$ cat src/rtl/nucore_pipe.sv
// nucore_pipe: three-stage pipelined NuCore datapath.
// Stages: fetch (IF), decode/operand read (ID), execute/writeback (EX).
// Features: generic register file with R0 hard-wired to zero, EX->ID operand bypass,
// zero-flag branch, jump, halt, and a single-step enable that freezes every register.

module nucore_pipe #(
    parameter int DATA_W = 32,
    parameter int REG_AW = 4,
    parameter int PC_W   = 6,
    parameter int IMM_W  = 16
) (
    input  logic                        clock,
    input  logic                        reset,
    input  logic                        step_en,
    output logic [PC_W-1:0]             imem_addr,
    input  logic [4+3*REG_AW+IMM_W-1:0] imem_data,
    output logic [DATA_W-1:0]           result,
    output logic                        zero,
    output logic [DATA_W-1:0]           rs_data,
    output logic [DATA_W-1:0]           rt_data,
    output logic                        halted,
    output logic                        retired
);

    localparam int NREGS = 2**REG_AW;

    typedef enum logic [3:0] {
        OP_NOP  = 4'h0,
        OP_ADD  = 4'h1,
        OP_SUB  = 4'h2,
        OP_AND  = 4'h3,
        OP_OR   = 4'h4,
        OP_XOR  = 4'h5,
        OP_SLTU = 4'h6,
        OP_LI   = 4'h7,
        OP_ADDI = 4'h8,
        OP_BZ   = 4'h9,
        OP_JMP  = 4'hA,
        OP_HALT = 4'hF
    } opcode_t;

    typedef struct packed {
        opcode_t           op;
        logic [REG_AW-1:0] rd;
        logic [REG_AW-1:0] rs;
        logic [REG_AW-1:0] rt;
        logic [IMM_W-1:0]  imm;
    } instr_t;

    // Architectural and pipeline state
    logic [PC_W-1:0]   pc;
    instr_t            if_id;
    logic              if_id_valid;
    logic              ex_valid;
    opcode_t           ex_op;
    logic [REG_AW-1:0] ex_rd;
    logic [IMM_W-1:0]  ex_imm;
    logic [DATA_W-1:0] regs [NREGS];

    // Combinational control
    logic              advance;
    logic              ex_writes;
    logic              ex_taken;
    logic              ex_halt;
    logic              flush;
    logic              id_halt;
    logic [PC_W-1:0]   ex_target;
    logic [DATA_W-1:0] imm_sext;
    logic [DATA_W-1:0] alu_val;
    logic [DATA_W-1:0] fwd_a;
    logic [DATA_W-1:0] fwd_b;

    assign imem_addr = pc;

    // A halted core ignores step_en; only reset releases it.
    assign advance   = step_en && !halted;
    assign ex_writes = ex_valid && (ex_op inside {OP_ADD, OP_SUB, OP_AND, OP_OR, OP_XOR,
                                                 OP_SLTU, OP_LI, OP_ADDI});
    // zero already reflects every older instruction, since those retired on earlier edges.
    assign ex_taken  = ex_valid && ((ex_op == OP_BZ && zero) || ex_op == OP_JMP);
    assign ex_halt   = ex_valid && (ex_op == OP_HALT);
    assign flush     = ex_taken || ex_halt;
    // A HALT waiting in ID stops fetch so the PC parks just past the HALT word.
    assign id_halt   = if_id_valid && (if_id.op == OP_HALT);
    assign ex_target = ex_imm[PC_W-1:0];
    assign imm_sext  = DATA_W'($signed(ex_imm));

    // EX->ID bypass: an operand being written this cycle is taken from the ALU, not the file.
    // R0 is never written, so reading the file at address 0 always yields zero.
    assign fwd_a = (ex_writes && ex_rd != '0 && ex_rd == if_id.rs) ? alu_val : regs[if_id.rs];
    assign fwd_b = (ex_writes && ex_rd != '0 && ex_rd == if_id.rt) ? alu_val : regs[if_id.rt];

    // ALU: value produced by the instruction currently in EX
    always_comb begin
        // NOTE: default first so every path assigns alu_val and no latch is inferred.
        alu_val = '0;
        case (ex_op)
            OP_ADD:  alu_val = rs_data + rt_data;
            OP_SUB:  alu_val = rs_data - rt_data;
            OP_AND:  alu_val = rs_data & rt_data;
            OP_OR:   alu_val = rs_data | rt_data;
            OP_XOR:  alu_val = rs_data ^ rt_data;
            OP_SLTU: alu_val = DATA_W'(rs_data < rt_data);
            OP_LI:   alu_val = imm_sext;
            OP_ADDI: alu_val = rs_data + imm_sext;
            default: alu_val = '0;
        endcase
    end

    // IF: program counter and fetch register, with redirect, flush and halt parking
    always_ff @(posedge clock or negedge reset) begin
        // NOTE: sequential state uses non-blocking assignments so every register samples pre-edge values.
        if (!reset) begin
            pc          <= '0;
            if_id       <= '0;
            if_id_valid <= 1'b0;
        end else if (advance) begin
            if (ex_halt) begin
                if_id       <= '0;
                if_id_valid <= 1'b0;
            end else if (ex_taken) begin
                pc          <= ex_target;
                if_id       <= '0;
                if_id_valid <= 1'b0;
            end else if (id_halt) begin
                if_id       <= '0;
                if_id_valid <= 1'b0;
            end else begin
                pc          <= pc + PC_W'(1);
                if_id       <= instr_t'(imem_data);
                if_id_valid <= 1'b1;
            end
        end
    end

    // ID: latch operands (bypassed where needed) and control fields for EX
    always_ff @(posedge clock or negedge reset) begin
        if (!reset) begin
            ex_valid <= 1'b0;
            ex_op    <= OP_NOP;
            ex_rd    <= '0;
            ex_imm   <= '0;
            rs_data  <= '0;
            rt_data  <= '0;
        end else if (advance) begin
            if (flush) begin
                ex_valid <= 1'b0;
                ex_op    <= OP_NOP;
                ex_rd    <= '0;
                ex_imm   <= '0;
                rs_data  <= '0;
                rt_data  <= '0;
            end else begin
                ex_valid <= if_id_valid;
                ex_op    <= if_id.op;
                ex_rd    <= if_id.rd;
                ex_imm   <= if_id.imm;
                rs_data  <= fwd_a;
                rt_data  <= fwd_b;
            end
        end
    end

    // EX: register file write, result/zero flag, retire pulse and halt latch
    always_ff @(posedge clock or negedge reset) begin
        if (!reset) begin
            // NOTE: the file is a small flop array whose all-zero reset state is architecturally visible, so it is reset.
            for (int i = 0; i < NREGS; i++) regs[i] <= '0;
            result  <= '0;
            zero    <= 1'b0;
            halted  <= 1'b0;
            retired <= 1'b0;
        end else begin
            retired <= advance && ex_valid;
            if (advance && ex_valid) begin
                if (ex_writes) begin
                    result <= alu_val;
                    zero   <= (alu_val == '0);
                    if (ex_rd != '0) regs[ex_rd] <= alu_val;
                end
                if (ex_halt) halted <= 1'b1;
            end
        end
    end

endmodule

$ cat config.mk
export PLATFORM = sky130hd
export DESIGN_NAME = nucore_pipe
export DESIGN_NICKNAME = d
export VERILOG_FILES = /design/src/rtl/nucore_pipe.sv
export SDC_FILE = /design/constraint.sdc
export NUM_CORES = 2
export LEC_CHECK = 0
export CAP_MARGIN = 15
export CORE_AREA = 2 2 256 258
export DETAILED_ROUTE_END_ITERATION = 8
export DIE_AREA = 0 0 258 260
export HOLD_SLACK_MARGIN = 0.1
export PLACE_DENSITY = 0.78
export SLEW_MARGIN = 15
export SYNTH_ARGS = -nofsm -noshare
export SYNTH_HDL_FRONTEND = slang
export SYNTH_SLANG_ARGS = --single-unit
export TNS_END_PERCENT = 10
$ cat constraint.sdc
create_clock -name clock -period 6.5 [get_ports clock]
set_clock_uncertainty 0.15 [all_clocks]
set_input_delay 1.3 -clock clock [delete_from_list [all_inputs] [get_ports clock]]
set_output_delay 1.3 -clock clock [all_outputs]
set_load 0.03 [all_outputs]
==> run metrics <==
hold_sp regs[496]; leak pwr 18.2 nW; number of global-route vias before repair 30488; CTS resizes 0; register bit count reported by yosys 675; ys async rst share 100%; prevailing post-synth register cell dfrtp_1; share of layout cells above drive strength 1 17.9%; initial antenna violation count 3; Slew @ Worst Pin 1130 ps; DRT Pass-1 Iters 6; cts bufs inserted 72; Core ar. 64100 sq um; die width 258 microns; final period utilization 85.0%; crit path DAT 5930 ps; WL/cell 27.5 microns; reg2reg path depth 17; routed vias/inst 6.86; top cells by count, synth 675 x dfrtp_1, 462 x a21oi_1, 443 x nor2_1; pin count of the biggest net entering global routing 160; Hold Path Cell Cnt 0; Routed Antenna Nets 0; endpoints failing setup 0; library cells used by synthesis 85; worst vdd ir 0.311 mV; Post-synth EDFFs 0; die area 67100 sq um; RSZ-0062 raised after global routing no; GRT Total Usage 37.1%; Crit Path Class flip-flop to flip-flop; Die H 260 microns; Multi-input gate area 20000 sq um; global-route wire length before repair 187000 microns; CTS tree done; CP Launch Type flip-flop; Setup crit end kind flip-flop; CTS Buffer Depth 3; Synth Cell Area 38300 sq um; total clock sinks 675; drt initial violations 4028; reg-to-reg endpoint zero; Post-CTS Setup Repair Bufs 0; # H-tree levels 3; DR vias 30597; fmax 181 MHz; TNS Setup 0 ps; Row Count 93; total congestion overflow 0; latest clock arrival within the worst-skew pair 630 ps; R2R Setup Slk 980 ps; synthesized net count 3762; sequential cell area fraction in the yosys report 44.1%; RePlAce Congestion 1.03; average cell area after synthesis 10.7 sq um; root buf cell clkbuf_16; routed wire length 123000 microns; leading area contributor after synthesis dfrtp_1; DRC Markers 0; Synthesis Warnings 0; NumNets Final 3728; Clk pin slew, worst setup/hold paths 60 ps; sequential cell area 16900 sq um; largest fanout on the critical path 31; Synth area leaders dfrtp_1 44%, mux4_2 19%, a21oi_1 6.0%, ha_1 4.4%, nor2_1 4.3%; min cycle time layout 5520 ps; Hold WS 247 ps; Pwr Total 24.2 mW; Antenna diodes 0; Starting Density 59.8%; # hold bufs at CTS 0; Rel. slew slack 24.9%; Min-Delay Endpoint regs[496]; count leader, synth dfrtp_1; DP Worst Slack 974 ps; Hold Path Class flip-flop to flip-flop; Final Max Slew Viols 0; Detailed Place HPWL 80400 microns; CP required 6910 ps; Final Hold Vio Count 0; Gate Count Post-Synth 3591; IO buf count 139; outcome complete, no violations; Fillers 4656; Synth top area share 44.1%; Max-Cap Viols 0; Reg-to-Reg Start ex_op[0]; synthesis-to-layout area growth 12.0%; fin worst setup slack 976 ps; pwr dens 563 nW/um^2; IO Pins 140
==> how the worst max path moves through the flow <==
stage / startpoint / end / cells after the start
final: ex_op[0] / zero / 17
after global placement: step_en / regs[337] / 9
after CTS: ex_op[0] / zero / 17
after global routing: ex_op[0] / regs[415] / 16
after detailed placement: step_en / regs[327] / 10
after floorplan: ex_op[2] / zero / 19
==> critical path: stages (launching register included) <==
cell      delay [ps]
dfrtp_1          370
or2_2            430
nor2_1           190
nand2_1          110
buf_4            320
mux2_2           360
fa_1             430
a211oi_2         320
o211ai_1         190
nand2_1          170
and2_1           180
xor2_1           180
o221a_2          590
and4_1           290
nand4_1          220
nor4_1           520
and4_1           260
a32o_1           160
==> cell usage in the layout (no fill, tap or decap), drive strengths merged, types with 13 or more instances in the layout <==
cell / count
clkinv: 19
mux4: 320
clkdlybuf4s50: 138
nor3: 29
a221oi: 21
a22o: 63
mux2: 35
nand2: 304
xor2: 25
a31oi: 13
nor2: 444
nand4: 13
inv: 100
o31ai: 15
xnor2: 30
ha: 134
a21oi: 463
buf: 88
o211ai: 16
nand3: 28
o21ai: 268
o22ai: 59
dfrtp: 675
nand2b: 17
nor4: 20
nor2b: 18
clkbuf: 97
==> power breakdown <==
part | total [mW] | switching, mW | internal [mW]
clock | 4.25 | 1.73 | 2.53
sequential | 7.18 | 1.61 | 5.57
combinational | 12.7 | 7.69 | 5.06
==> state kept, by name (all words and copies together), names as in the netlist <==
signal / flops
rs_data: 32
ex_valid: 1
regs: 512
ex_rd: 4
retired: 1
ex_op: 4
result: 32
rt_data: 32
zero: 1
halted: 1
ex_imm: 16
if_id: 32
imem_addr: 6
if_id_valid: 1
==> metrics by stage <==
stage / util [%] / instance area (sq um) / instances
after global placement: 63.2 / 40500 / 4338
final: 67.0 / 42900 / 4463
after detailed placement: 63.2 / 40500 / 4338
after CTS: 67.0 / 42900 / 4463
after floorplan: - / 38300 / 3591
after global routing: 67.0 / 42900 / 4463
==> kinds of logic after synthesis <==
| family | Yosys count | synth area share, % |
|---|---|---|
| muxes | 366 | 20.1 |
| adders and majority gates | 136 | 4.48 |
| DFF | 675 | 44.1 |
| AOI/OAI and AO/OA | 1000 | 15.4 |
| buffers and inverters | 431 | 4.31 |
| xor gates and xnor gates | 55 | 1.26 |
| and+or+nand+nor | 928 | 10.4 |
==> cell type report <==
class,instances,area share [%]
multi-input combinational,2485,46.6
sequential,675,39.4
timing repair buffer,226,5.01
clock buffer,97,4.94
tap,855,2.49
inverter,97,0.848
clock inverter,28,0.734
==> routing by layer <==
metal	GRT usage, %	part of all wire, %
met5	0	0.030
met4	18.1	5.3
met3	7.77	9.7
met2	58.5	47
met1	49.5	38
Note: power is estimated with default switching activity, not from simulation.
